--- config.mk ---
export PLATFORM = sky130hd
export DESIGN_NAME = core_dispatcher
export DESIGN_NICKNAME = d
export VERILOG_FILES = /design/src/rtl/core_sched_pkg.sv /design/src/rtl/sched_fifo.sv /design/src/rtl/core_dispatcher.sv
export SDC_FILE = /design/constraint.sdc
export NUM_CORES = 1
export LEC_CHECK = 0
export BUFFER_PORTS_ARGS = -buffer_cell sky130_fd_sc_hd__clkbuf_2
export CORE_ASPECT_RATIO = 0.9
export CORE_MARGIN = 8
export CORE_UTILIZATION = 50
export CTS_CLUSTER_DIAMETER = 150
export DETAILED_ROUTE_END_ITERATION = 7
export HOLD_SLACK_MARGIN = 0.12
export PLACE_DENSITY_LB_ADDON = 0.25
export SKIP_CTS_REPAIR_TIMING = 1
export SYNTH_ARGS = -nofsm -noshare
export SYNTH_HDL_FRONTEND = slang
export SYNTH_SLANG_ARGS = --single-unit
--- constraint.sdc ---
create_clock -name clk -period 3.4 [get_ports clk]
set_clock_uncertainty 0.1 [all_clocks]
set_input_delay 0.68 -clock clk [delete_from_list [all_inputs] [get_ports clk]]
set_output_delay 0.68 -clock clk [all_outputs]
set_load 0.02 [all_outputs]
--- src/rtl/core_sched_pkg.sv ---
// Shared opcodes and FSM encoding for the core dispatcher.
// Imported by core_dispatcher and its testbench.
package core_sched_pkg;

  localparam logic [3:0] OP_NOP  = 4'h0;
  localparam logic [3:0] OP_SYNC = 4'hF;

  typedef enum logic {
    ST_IDLE,
    ST_SYNC_WAIT
  } state_e;

endpackage

--- src/rtl/sched_fifo.sv ---
// Synchronous FIFO holding decoded instructions.
// Ports: push_i/data_i write, pop_i drops head_o, full_o/empty_o status.
module sched_fifo #(
  parameter int WIDTH = 20,
  parameter int DEPTH = 4
) (
  input  logic             clk,
  input  logic             rst_n,
  input  logic             push_i,
  input  logic [WIDTH-1:0] data_i,
  input  logic             pop_i,
  output logic             full_o,
  output logic             empty_o,
  output logic [WIDTH-1:0] head_o
);

  localparam int AW = (DEPTH > 1) ? $clog2(DEPTH) : 1;

  logic [WIDTH-1:0] mem_q [DEPTH];
  logic [AW-1:0]    wr_q;
  logic [AW-1:0]    rd_q;
  logic [AW:0]      cnt_q;
  logic             do_push;
  logic             do_pop;

  assign full_o  = (cnt_q == (AW+1)'(DEPTH));
  assign empty_o = (cnt_q == '0);
  assign head_o  = mem_q[rd_q];

  // Push is refused while full even if a pop happens this cycle.
  assign do_push = push_i && !full_o;
  assign do_pop  = pop_i && !empty_o;

  always_ff @(posedge clk or negedge rst_n) begin
    if (!rst_n) begin
      for (int i = 0; i < DEPTH; i++) begin
        mem_q[i] <= '0;
      end
      wr_q  <= '0;
      rd_q  <= '0;
      cnt_q <= '0;
    end else begin
      if (do_push) begin
        mem_q[wr_q] <= data_i;
        wr_q        <= wr_q + AW'(1);
      end
      if (do_pop) begin
        rd_q <= rd_q + AW'(1);
      end
      unique case ({do_push, do_pop})
        2'b10:   cnt_q <= cnt_q + (AW+1)'(1);
        2'b01:   cnt_q <= cnt_q - (AW+1)'(1);
        default: cnt_q <= cnt_q;
      endcase
    end
  end

endmodule

--- src/rtl/core_dispatcher.sv ---
// Queues decoded instructions and issues them round-robin to free cores,
// honouring SYNC barriers. Ports: in_* decoder side, core_* array side,
// busy_mask/idle/err status (all registered).
module core_dispatcher
  import core_sched_pkg::*;
#(
  parameter int CORES      = 4,
  parameter int OP_WIDTH   = 4,
  parameter int ARG_WIDTH  = 16,
  parameter int FIFO_DEPTH = 4
) (
  input  logic                 clk,
  input  logic                 rst_n,
  input  logic                 in_valid,
  output logic                 in_ready,
  input  logic [OP_WIDTH-1:0]  in_op,
  input  logic [ARG_WIDTH-1:0] in_arg,
  output logic [CORES-1:0]     core_start,
  output logic [OP_WIDTH-1:0]  core_op,
  output logic [ARG_WIDTH-1:0] core_arg,
  input  logic [CORES-1:0]     core_done,
  output logic [CORES-1:0]     busy_mask,
  output logic                 idle,
  output logic                 err
);

  localparam int PW = $clog2(CORES);
  localparam int DW = OP_WIDTH + ARG_WIDTH;

  state_e               state_q;
  logic [CORES-1:0]     start_q;
  logic [OP_WIDTH-1:0]  op_q;
  logic [ARG_WIDTH-1:0] arg_q;
  logic [CORES-1:0]     busy_q;
  logic [CORES-1:0]     busy_d;
  logic [PW-1:0]        rr_q;
  logic [PW-1:0]        rr_d;
  logic                 err_q;

  logic                 push;
  logic                 pop;
  logic                 full;
  logic                 empty;
  logic [DW-1:0]        head;
  logic [OP_WIDTH-1:0]  head_op;
  logic [ARG_WIDTH-1:0] head_arg;
  logic                 head_sync;

  logic                 grant_vld;
  logic [PW-1:0]        grant_idx;
  logic [CORES-1:0]     grant_oh;
  logic [PW:0]          scan;
  logic                 dispatch;
  logic                 sync_pop;

  assign push = in_valid && !full && (in_op != OP_WIDTH'(OP_NOP));

  sched_fifo #(
    .WIDTH (DW),
    .DEPTH (FIFO_DEPTH)
  ) u_fifo (
    .clk     (clk),
    .rst_n   (rst_n),
    .push_i  (push),
    .data_i  ({in_op, in_arg}),
    .pop_i   (pop),
    .full_o  (full),
    .empty_o (empty),
    .head_o  (head)
  );

  assign head_op   = head[DW-1:ARG_WIDTH];
  assign head_arg  = head[ARG_WIDTH-1:0];
  assign head_sync = (head_op == OP_WIDTH'(OP_SYNC));

  // First free core at or after rr_q, wrapping; uses registered busy.
  always_comb begin
    grant_vld = 1'b0;
    grant_idx = '0;
    scan      = '0;
    for (int k = 0; k < CORES; k++) begin
      scan = {1'b0, rr_q} + (PW+1)'(k);
      if (scan >= (PW+1)'(CORES)) begin
        scan = scan - (PW+1)'(CORES);
      end
      if (!grant_vld && !busy_q[scan[PW-1:0]]) begin
        grant_vld = 1'b1;
        grant_idx = scan[PW-1:0];
      end
    end
  end

  assign grant_oh = CORES'(1) << grant_idx;

  assign dispatch = (state_q == ST_IDLE) && !empty && !head_sync && grant_vld;
  assign sync_pop = (state_q == ST_SYNC_WAIT) && (busy_q == '0);
  assign pop      = dispatch || sync_pop;

  always_comb begin
    busy_d = busy_q & ~core_done;
    rr_d   = rr_q;
    if (dispatch) begin
      busy_d = busy_d | grant_oh;
      rr_d   = (grant_idx == PW'(CORES - 1)) ? '0 : grant_idx + PW'(1);
    end
  end

  always_ff @(posedge clk or negedge rst_n) begin
    if (!rst_n) begin
      state_q <= ST_IDLE;
      start_q <= '0;
      op_q    <= '0;
      arg_q   <= '0;
      busy_q  <= '0;
      rr_q    <= '0;
      err_q   <= 1'b0;
    end else begin
      start_q <= '0;
      busy_q  <= busy_d;
      rr_q    <= rr_d;
      // Completion from a core we never started is a protocol error.
      err_q   <= err_q | (|(core_done & ~busy_q));
      unique case (state_q)
        ST_IDLE: begin
          if (!empty && head_sync) begin
            state_q <= ST_SYNC_WAIT;
          end else if (dispatch) begin
            start_q <= grant_oh;
            op_q    <= head_op;
            arg_q   <= head_arg;
          end
        end
        ST_SYNC_WAIT: begin
          if (busy_q == '0) begin
            state_q <= ST_IDLE;
          end
        end
        default: state_q <= ST_IDLE;
      endcase
    end
  end

  assign in_ready   = !full;
  assign core_start = start_q;
  assign core_op    = op_q;
  assign core_arg   = arg_q;
  assign busy_mask  = busy_q;
  assign err        = err_q;
  assign idle       = empty && (busy_q == '0) && (state_q == ST_IDLE);

endmodule

# Yosys cells after proc, flatten, opt, wreduce, memory -nomap -nowiden
# Index checks and enable logic that the tools add are counted.
[classes]
addsub = 12
n_lt_le_gt_ge = 11
n_eq_ne = 5
shifts = 1
n_mux = 35
n_bitwise = 10
reduce_logical = 30
[ops]
columns = ["op", "n"]
rows = [
  ["bitwise mux 80 bit", 1],
  ["2-to-1 mux 20 bit", 3],
  ["binary-select mux 20 bit (select 2 bit)", 1],
  ["demux 20 bit (select 2 bit)", 1],
  ["2-to-1 mux 2 bit", 9],
  ["2-to-1 mux 4 bit", 4],
  ["greater-or-equal comparator 3 bit, second input constant", 5],
  ["logical AND 1 bit", 15],
  ["less-than comparator 2 x 3 -> 1 bit, second input constant", 4],
  ["2-to-1 mux 1 bit", 10],
  ["AND 4 bit", 2],
  ["binary-select mux 1 bit (select 2 bit)", 4],
  ["zero test 1 bit", 8],
  ["NOT 4 bit", 2],
  ["subtractor 2 x 1 -> 2 bit, second input constant", 4],
  ["adder 2 x 1 -> 2 bit, second input constant", 3],
  ["adder 2 x 2 -> 3 bit, second input constant", 2],
  ["NOT 2 -> 3 bit", 2],
  ["case mux 3 bit (2 select lines)", 1],
  ["== test 2 bit, second input constant", 2],
  ["== test 4 bit, second input constant", 1],
  ["zero test 4 bit", 1],
  ["bitwise OR 4 bit", 1],
  ["nonzero test 4 bit", 1],
  ["16 further kinds", 17],
]
[totals]
regBits = 119
input_bits = 27
output_inout_bits = 31
wordCells = 118

# Longest topological paths before layout
# Gate-level depths: netlist of run 1.
[depth]
depth_word = 19
mapped_depth = 10
depth_no_buf = 9

# Hierarchy
# Synthesis of run 1 repeated with hierarchy kept, for this count alone.
[hier_totals]
cells_unflattened = 337
hier_area_um2 = 5370.2
[by_module_without_submodules]
columns = ["mod", "instances", "cells_each", "area_each_um2", "seq_area_each_um2"]
rows = [
  ["sched_fifo", 1, 232, 3890.0, 2177.1],
  ["core_dispatcher", 1, 105, 1480.2, 800.8],
]

# Worst setup path after synthesis of run 1
# OpenSTA, ideal clock, no wires.
[synth_path]
path_type = "in2reg"
startpoint = "input in_op[1]"
endpoint = "register u_fifo.cnt_q[2]"
setup_time_ns = 0.079
t_arrival_ns = 2.505
t_required_ns = 3.221
setup_slack_ns = 0.716
stages = 10
n_path_buf = 1
cell_sequence = "or4_1 -> and3_1 -> buf_2 -> inv_1 -> ha_1 -> inv_1 -> fa_1 -> xor2_1 -> nor2_1 -> xor2_1"
[synth_between]
elab_chain_len = 5
word_cells_on_any_way = 7
classes_between = "eq/ne: 2; mux: 1; reduce/logical: 4"
[synth_lines]
columns = ["item", "line", "text"]
rows = [
  ["start: declaration", "core_dispatcher.sv:16", "input logic [OP_WIDTH-1:0] in_op,"],
  ["nonzero test 4 bit *", "core_dispatcher.sv:56", "assign push = in_valid && !full && (in_op != OP_WIDTH'(OP_NOP));"],
  ["logical AND 1 bit *", "core_dispatcher.sv:56", ""],
  ["logical AND 1 bit *", "sched_fifo.sv:31", "assign do_push = push_i && !full_o;"],
  ["== test 2 x 1 -> 1 bit or == test 2 bit (tied branches)", "sched_fifo.sv:50", "unique case ({do_push, do_pop})"],
  ["case mux 3 bit (2 select lines) or nonzero test 2 bit (tied branches)", "--", ""],
  ["end signal: assignment", "sched_fifo.sv:51", "2'b10: cnt_q <= cnt_q + (AW+1)'(1);"],
  ["end signal: assignment", "sched_fifo.sv:52", "2'b01: cnt_q <= cnt_q - (AW+1)'(1);"],
  ["end signal: assignment", "sched_fifo.sv:53", "default: cnt_q <= cnt_q;"],
  ["end: declaration", "sched_fifo.sv:22", "logic [AW:0] cnt_q;"],
]
# Mark *: on every way between the ends. The rest lies on a longest branch, timed or not.
# A chain may end at the register's enable or synchronous reset.

# Worst setup path in the final report of run 1
[layout_path]
startpoint = "register u_fifo.rd_q[0]"
endpoint = "register u_fifo.cnt_q[2]"
[layout_between]
elab_chain_len = 12
word_cells_on_any_way = 14
classes_between = "eq/ne: 3; mux: 4; bitwise: 1; reduce/logical: 6"
[layout_lines]
columns = ["item", "line", "text"]
rows = [
  ["start: declaration", "sched_fifo.sv:21", "logic [AW-1:0] rd_q;"],
  ["start signal: assignment", "sched_fifo.sv:48", "rd_q <= rd_q + AW'(1);"],
  ["NOT 2 -> 3 bit (implied by the code) *", "sched_fifo.sv:28", "assign head_o = mem_q[rd_q];"],
  ["binary-select mux 20 bit (select 2 bit) *", "sched_fifo.sv:28", ""],
  ["2-to-1 mux 20 bit (implied by the code) * (2 in a row)", "sched_fifo.sv:28", ""],
  ["== test 4 bit *", "core_dispatcher.sv:74", "assign head_sync = (head_op == OP_WIDTH'(OP_SYNC));"],
  ["zero test 1 bit *", "core_dispatcher.sv:95", "assign dispatch = (state_q == ST_IDLE) && !empty && !head_sync && grant_vld;"],
  ["logical AND 1 bit * (2 in a row)", "core_dispatcher.sv:95", ""],
  ["logical OR 1 bit *", "core_dispatcher.sv:97", "assign pop = dispatch || sync_pop;"],
  ["logical AND 1 bit *", "sched_fifo.sv:32", "assign do_pop = pop_i && !empty_o;"],
  ["via u_fifo.do_pop", "sched_fifo.sv:24", "logic do_pop;"],
  ["== test 2 x 1 -> 1 bit or == test 2 bit (tied branches)", "sched_fifo.sv:50", ""],
  ["case mux 3 bit (2 select lines) or nonzero test 2 bit (tied branches)", "--", ""],
]
# The timed path passes the listed nets; every way through them passes the cells marked *. The select of a mux whose other input is x is not followed.

==> metrics.md, run 1 <==
| Metric | Value |
|---|---|
| Outcome | `complete, no violations` |
| Arrival @ worst endpoint | `3240 ps` |
| R2R Setup Slk | `390 ps` |
| CTS Buf Count | `17` |
| Setup crit start kind | `flop` |
| Clock tree buffer depth | `2` |
| CP Class | `flop to flop` |
| CTS tree | `built` |
| WHS | `181 ps` |
| DRT Wirelength | `10.4 mm` |
| CP peak stage delay | `690 ps` |
| Number of synthesized flops with an enable pin | `0` |
| Area leader, netlist | `dfrtp_1` |
| Max-slew violations | `0` |
| Yosys warnings | `0` |
| Die extent in x | `125 um` |
| Setup TNS | `0 ps` |
| Worst hold path type | `primary input to asynchronous set/reset pin` |
| Largest cells by area after synthesis | `dfrtp_1, mux2_2, mux4_2` |
| Final period utilization | `0.886` |
| Slowest CP cell | `mux4_1` |
| Vias per std cell | `5.52` |
| Die height | `114 um` |
| Total of max-cap violations | `0` |
| Core area | `10,300 um2` |
| Sw frac | `0.310` |
| Antenna violations before repair | `0` |
| Post-synthesis cell count | `334` |
| Rows | `35` |
| CP Capture Type | `flop` |
| Wirelength per Cell | `19.1 um` |
| Vias in the first global route | `3,311` |
| Lkg Pwr | `0.00296 uW` |
| Post-detail-place hpwl | `6.92 mm` |
| GRT overflow | `0` |
| Fmax | `332 MHz` |
| Port Buffer Count | `57` |
| Clk pwr share | `0.255` |
| Post-Syn Area | `5320 um2` |
| Fillcell total | `745` |
| Routed via count | `3,002` |
| Tmin final | `3010 ps` |
| Buf/Inv on CP | `1` |
| CP cell instances | `mux4_1, a41oi_1, o21a_1, ha_1, inv_1, fa_1, xor2_1, nor2_1, xor2_1` |
| CTS Sinks | `119` |
| Tot GR Track Use | `0.155` |
| Max VDD drop | `603 uV` |
| H-tree levels | `4` |
| Net Switching | `2350 uW` |
| DRT iter0 DRCs | `214` |
| Die Area | `14,200 um2` |
| Combinational Power Share | `0.403` |
| Largest net degree at the start of global routing | `50` |
| Critical path peak fanout | `7` |
| Gp weighted congestion | `0.793` |
| N_diodes | `0` |
| Clk pin slew, worst setup/hold paths | `50 ps` |
| Family with the most delay on the worst path | `multiplexers` |
| Power Internal | `5230 uW` |
| Pwr dens | `1190 nW/um2` |
| Layout cell share with drive strength beyond 1 | `0.508` |
| Top cell types by occurrence after synthesis | `dfrtp_1, mux2_2, mux2_4, inv_1, mux4_2` |
| Synth-to-Final Area Change | `20.0%` |
| Most used cell, CP | `xor2_1` |
| Main flop type after synthesis | `dfrtp_1` |
| Critical path required time | `3630 ps` |
| Asr flop ratio synth | `1.00` |
| Count leader, synth | `dfrtp_1` |
| RSZ-0062 raised after global routing | `false` |
| Pre-antenna DRT Iters | `4` |
| Final Hold Viols | `0` |
| Post-layout net count | `440` |
| Initial core utilization | `0.517` |
| Actual slew at the worst max-slew pin | `618 ps` |
| Sequential cell area fraction in the yosys report | `0.560` |
| Yosys top cell area share | `0.560` |
| Skew-Pair Late Insertion Delay | `410 ps` |
| Post-route DRC | `0` |
| Remaining antenna violation count | `0` |
| Final Setup Violations | `0` |
| Root Buffer | `clkbuf_16` |
| Netlist cell types | `37` |
| Synthesized Nets | `371` |
| First-pass GRT wire length | `17.6 mm` |
| # IOs | `58` |
| Reg power frac | `0.342` |
| Synthesized flop and latch total | `119` |
| Mean area per synthesized cell | `15.9 um2` |
| Slew headroom | `0.588` |
## logic make-up after synthesis
family,after synthesis,synth area share
simple gates,23,0.0249
flops,119,0.560
buf+inv,33,0.0353
xor+xnor,6,0.00988
mux,123,0.319
compound gates,20,0.0259
fa+ha+maj,10,0.0249
## layout by cell type, fill, tap and decap left out, types with 4 or more instances in the layout
cell and count:
mux2_2 75, ha_1 9, mux2_1 5, o22ai_1 4, inv_1 17, clkbuf_2 56, bufinv_16 5, clkbuf_16 17
nand2_1 8, buf_4 7, mux2_4 21, nor2_1 6, o21ai_0 4, mux4_2 17, clkinv_2 5, dfrtp_1 119
## registers in the layout (all words and copies together) (netlist names), 2 cells and up
| signal | cells |
|---|---|
| core_start | 4 |
| core_op | 4 |
| u_fifo.cnt_q | 3 |
| core_arg | 16 |
| busy_mask | 4 |
| u_fifo.rd_q | 2 |
| rr_q | 2 |
| u_fifo.mem_q | 80 |
| u_fifo.wr_q | 2 |
## worst paths after layout
kind,start,to,depth (start not counted)
max in group asynchronous,rst_n,u_fifo.mem_q[13],2
min,rst_n,core_op[0],1
max reg2reg,u_fifo.rd_q[0],u_fifo.cnt_q[2],9
min reg2reg,u_fifo.cnt_q[2],u_fifo.cnt_q[2],1
min in group clk,core_done[0],busy_mask[0],2
max,u_fifo.rd_q[0],u_fifo.cnt_q[2],9
## cell type report
| type | instances | area, um2 | share of cell area |
|---|---|---|---|
| clock buffer | 21 | 460 | 0.0721 |
| multi-input combinational | 182 | 2150 | 0.337 |
| timing repair buffer | 66 | 393 | 0.0615 |
| inverter | 17 | 63.8 | 0.00999 |
| tap | 129 | 161 | 0.0253 |
| clock inverter | 10 | 175 | 0.0274 |
| sequential | 119 | 2980 | 0.466 |
## power by group through the flow
| stage | clock network (uW) | logic (uW) | registers [uW] |
|---|---|---|---|
| after global placement | 0 | 3010 | 2570 |
| after floorplan | 0 | 2360 | 2650 |
| after detailed placement | 0 | 3100 | 2610 |
| after CTS | 1970 | 3120 | 2590 |
| after global routing | 2020 | 3310 | 2680 |
| final | 1930 | 3050 | 2590 |
## metrics by stage
stage          utilization  total power (uW)  setup slack (ps)  instances  cell area (um2)
3_3_place_gp         0.559              5580               530        513             5750
5_1_grt              0.620              8020               244        544             6380
4_1_cts              0.620              7680               396        544             6380
6_report             0.620              7580               388        544             6380
2_1_floorplan            -              5010               716        334             5320
3_5_place_dp         0.559              5710               444        513             5750
## worst register-to-register path, cell delays in order, from the launching register on
cell and delay [ps]:
dfrtp_1 570, mux4_1 690, a41oi_1 340, o21a_1 210
ha_1 190, inv_1 60, fa_1 370, xor2_1 150
nor2_1 110, xor2_1 150
## layer usage
metal | up-vias | global-route usage | wire (um)
met3 | 10 | 0.0459 | 375
met4 | 0 | 0.0585 | 110
met1 | 1573 | 0.192 | 4730
li1 | 1362 | - | -
met2 | 57 | 0.253 | 5150
met5 | - | 0 | 0
(Power assumes the default switching activity.)
==> inputs of run 2 (changes only) <==
- RECOVER_POWER: not set -> 25
==> metrics.md, run 2 (same netlist as run 1, synthesis figures left out) <==
| Metric | Value |
|---|---|
| Tmin final | `3010 ps (unchanged)` |
| Gp weighted congestion | `0.793 (unchanged)` |
| Wirelength per Cell | `19.0 um (was 19.1 um)` |
| CP Depth | `9 (unchanged)` |
| Critical path required time | `3630 ps (about the same)` |
| Max reg flops | `80 (unchanged)` |
| R2R Path Start | `u_fifo.rd_q[0] (unchanged)` |
| Post-route DRC | `0 (unchanged)` |
| Pre-antenna DRT Iters | `4 (unchanged)` |
| Post-layout net count | `440 (unchanged)` |
| Fmax | `332 MHz (unchanged)` |
| Sw frac | `0.310 (about the same)` |
| Family with the most delay on the worst path | `multiplexers (unchanged)` |
| CP cell instances | `mux4_1, a41oi_1, o21a_1, ha_1, inv_1, fa_1, xor2_1, nor2_1, xor2_1 (unchanged)` |
| CP peak stage delay | `690 ps (about the same)` |
| Reg power frac | `0.342 (about the same)` |
| Slew headroom | `-0.719 (was 0.588)` |
| Most used cell, CP | `xor2_1 (unchanged)` |
| Arrival @ worst endpoint | `3240 ps (about the same)` |
| Clock tree buffer depth | `2 (unchanged)` |
| Buf/Inv on CP | `1 (unchanged)` |
| CTS tree | `built (unchanged)` |
| CTS Sinks | `119 (unchanged)` |
| Routed via count | `3,002 (unchanged)` |
| R2R depth | `9 (unchanged)` |
| Setup crit start kind | `flop (unchanged)` |
| Most frequent cells in the layout | `dfrtp_1, mux2_2, clkbuf_2 (unchanged)` |
| Core area | `10,300 um2 (unchanged)` |
| Die Area | `14,200 um2 (unchanged)` |
| # IOs | `58 (unchanged)` |
| R2r endpoint | `u_fifo.cnt_q[2] (unchanged)` |
| CP Class | `flop to flop (unchanged)` |
| Antenna violations before repair | `0 (unchanged)` |
| Setup crit end | `u_fifo.cnt_q[2] (unchanged)` |
| Port Buffer Count | `57 (unchanged)` |
| Most common cell after layout, fill and taps aside | `dfrtp_1 (unchanged)` |
| CP Capture Type | `flop (unchanged)` |
| DRT Wirelength | `10.4 mm (about the same)` |
| Lkg Pwr | `0.00295 uW (was 0.00296 uW)` |
| Initial core utilization | `0.517 (unchanged)` |
| Final Hold Viols | `0 (unchanged)` |
| RSZ-0062 raised after global routing | `false (unchanged)` |
| Vias in the first global route | `3,311 (unchanged)` |
| Largest net degree at the start of global routing | `50 (unchanged)` |
| First-pass GRT wire length | `17.6 mm (unchanged)` |
| Clk pin slew, worst setup/hold paths | `50 ps (about the same)` |
| N_diodes | `0 (unchanged)` |
| Total of max-cap violations | `1 (was 0)` |
| Largest reg by FF count | `u_fifo.mem_q (unchanged)` |
| DRT iter0 DRCs | `214 (unchanged)` |
| Actual slew at the worst max-slew pin | `2580 ps (was 618 ps)` |
| Power Internal | `5230 uW (about the same)` |
| H-tree levels | `4 (unchanged)` |
| Pwr dens | `1190 nW/um2 (about the same)` |
| Max-slew violations | `45 (was 0)` |
| Combinational Power Share | `0.403 (about the same)` |
| Clk pwr share | `0.255 (about the same)` |
| Worst hold path type | `primary input to flop (was primary input to asynchronous set/reset pin)` |
| Outcome | `complete, but fails checks (was complete, no violations)` |
| Layout cell share with drive strength beyond 1 | `0.506 (was 0.508)` |
| Die height | `114 um (unchanged)` |
| Rows | `35 (unchanged)` |
| Root Buffer | `clkbuf_16 (unchanged)` |
| Net Switching | `2350 uW (unchanged)` |
| Post-detail-place hpwl | `6.92 mm (unchanged)` |
| Synth-to-Final Area Change | `20.0% (about the same)` |
| Remaining antenna violation count | `0 (unchanged)` |
| Setup crit start | `u_fifo.rd_q[0] (unchanged)` |
| Final Setup Violations | `0 (unchanged)` |
| Max VDD drop | `603 uV (about the same)` |
| Critical path peak fanout | `7 (unchanged)` |
| Slowest CP cell | `mux4_1 (unchanged)` |
| Setup TNS | `0 ps (unchanged)` |
| GRT overflow | `0 (unchanged)` |
| Die extent in x | `125 um (unchanged)` |
| Failing checks | `capacitance limit, slew limit` |
| Hold path cells | `2` |
| WHS | `367 ps (was 181 ps)` |
| R2R Setup Slk | `390 ps (about the same)` |
| Final period utilization | `0.886 (unchanged)` |
| Tot GR Track Use | `0.155 (unchanged)` |
| CTS Buf Count | `17 (unchanged)` |
| Skew-Pair Late Insertion Delay | `410 ps (about the same)` |
| Vias per std cell | `5.52 (unchanged)` |
run 2: worst min-delay path by stage:
stage	start	to
final	core_done[0]	busy_mask[0]
after global routing	core_done[0]	busy_mask[0]
after CTS	rst_n	u_fifo.mem_q[37]
after detailed placement	u_fifo.cnt_q[2]	u_fifo.cnt_q[2]
after global placement	err	err
after floorplan	rst_n	busy_mask[0]
run 2: power by group through the flow:
| stage | sequential (uW) | clock [uW] | combinational [uW] |
|---|---|---|---|
| 2_1_floorplan | 2650 | 0 | 2360 |
| 3_3_place_gp | 2570 | 0 | 3010 |
| 3_5_place_dp | 2610 | 0 | 3100 |
| 4_1_cts | 2590 | 1970 | 3120 |
| 5_1_grt | 2680 | 2020 | 3310 |
| 6_report | 2590 | 1930 | 3050 |
run 2: area by class of cell:
class                      count  area [um2]
tap                          129         161
clock inverter                10         175
sequential                   119        2980
clock buffer                  21         460
inverter                      17        63.8
timing repair buffer          66         389
fill                         745        3910
multi-input combinational    182        2150
run 2: routing by layer:
| layer | track usage | vias up | share of wire |
|---|---|---|---|
| li1 | - | 1362 | - |
| met1 | 0.192 | 1573 | 0.46 |
| met2 | 0.253 | 57 | 0.50 |
| met3 | 0.0459 | 10 | 0.036 |
| met4 | 0.0585 | 0 | 0.011 |
| met5 | 0 | - | 0 |
run 2: metrics by stage:
| stage | instances | cell area, um2 | util | setup WS, ps | power [uW] |
|---|---|---|---|---|---|
| 6_report | 544 | 6380 | 0.620 | 388 | 7580 |
| 3_3_place_gp | 513 | 5750 | 0.559 | 530 | 5580 |
| 2_1_floorplan | 334 | 5320 | - | 716 | 5010 |
| 4_1_cts | 544 | 6380 | 0.620 | 396 | 7680 |
| 5_1_grt | 544 | 6380 | 0.620 | 191 | 8020 |
| 3_5_place_dp | 513 | 5750 | 0.559 | 444 | 5710 |
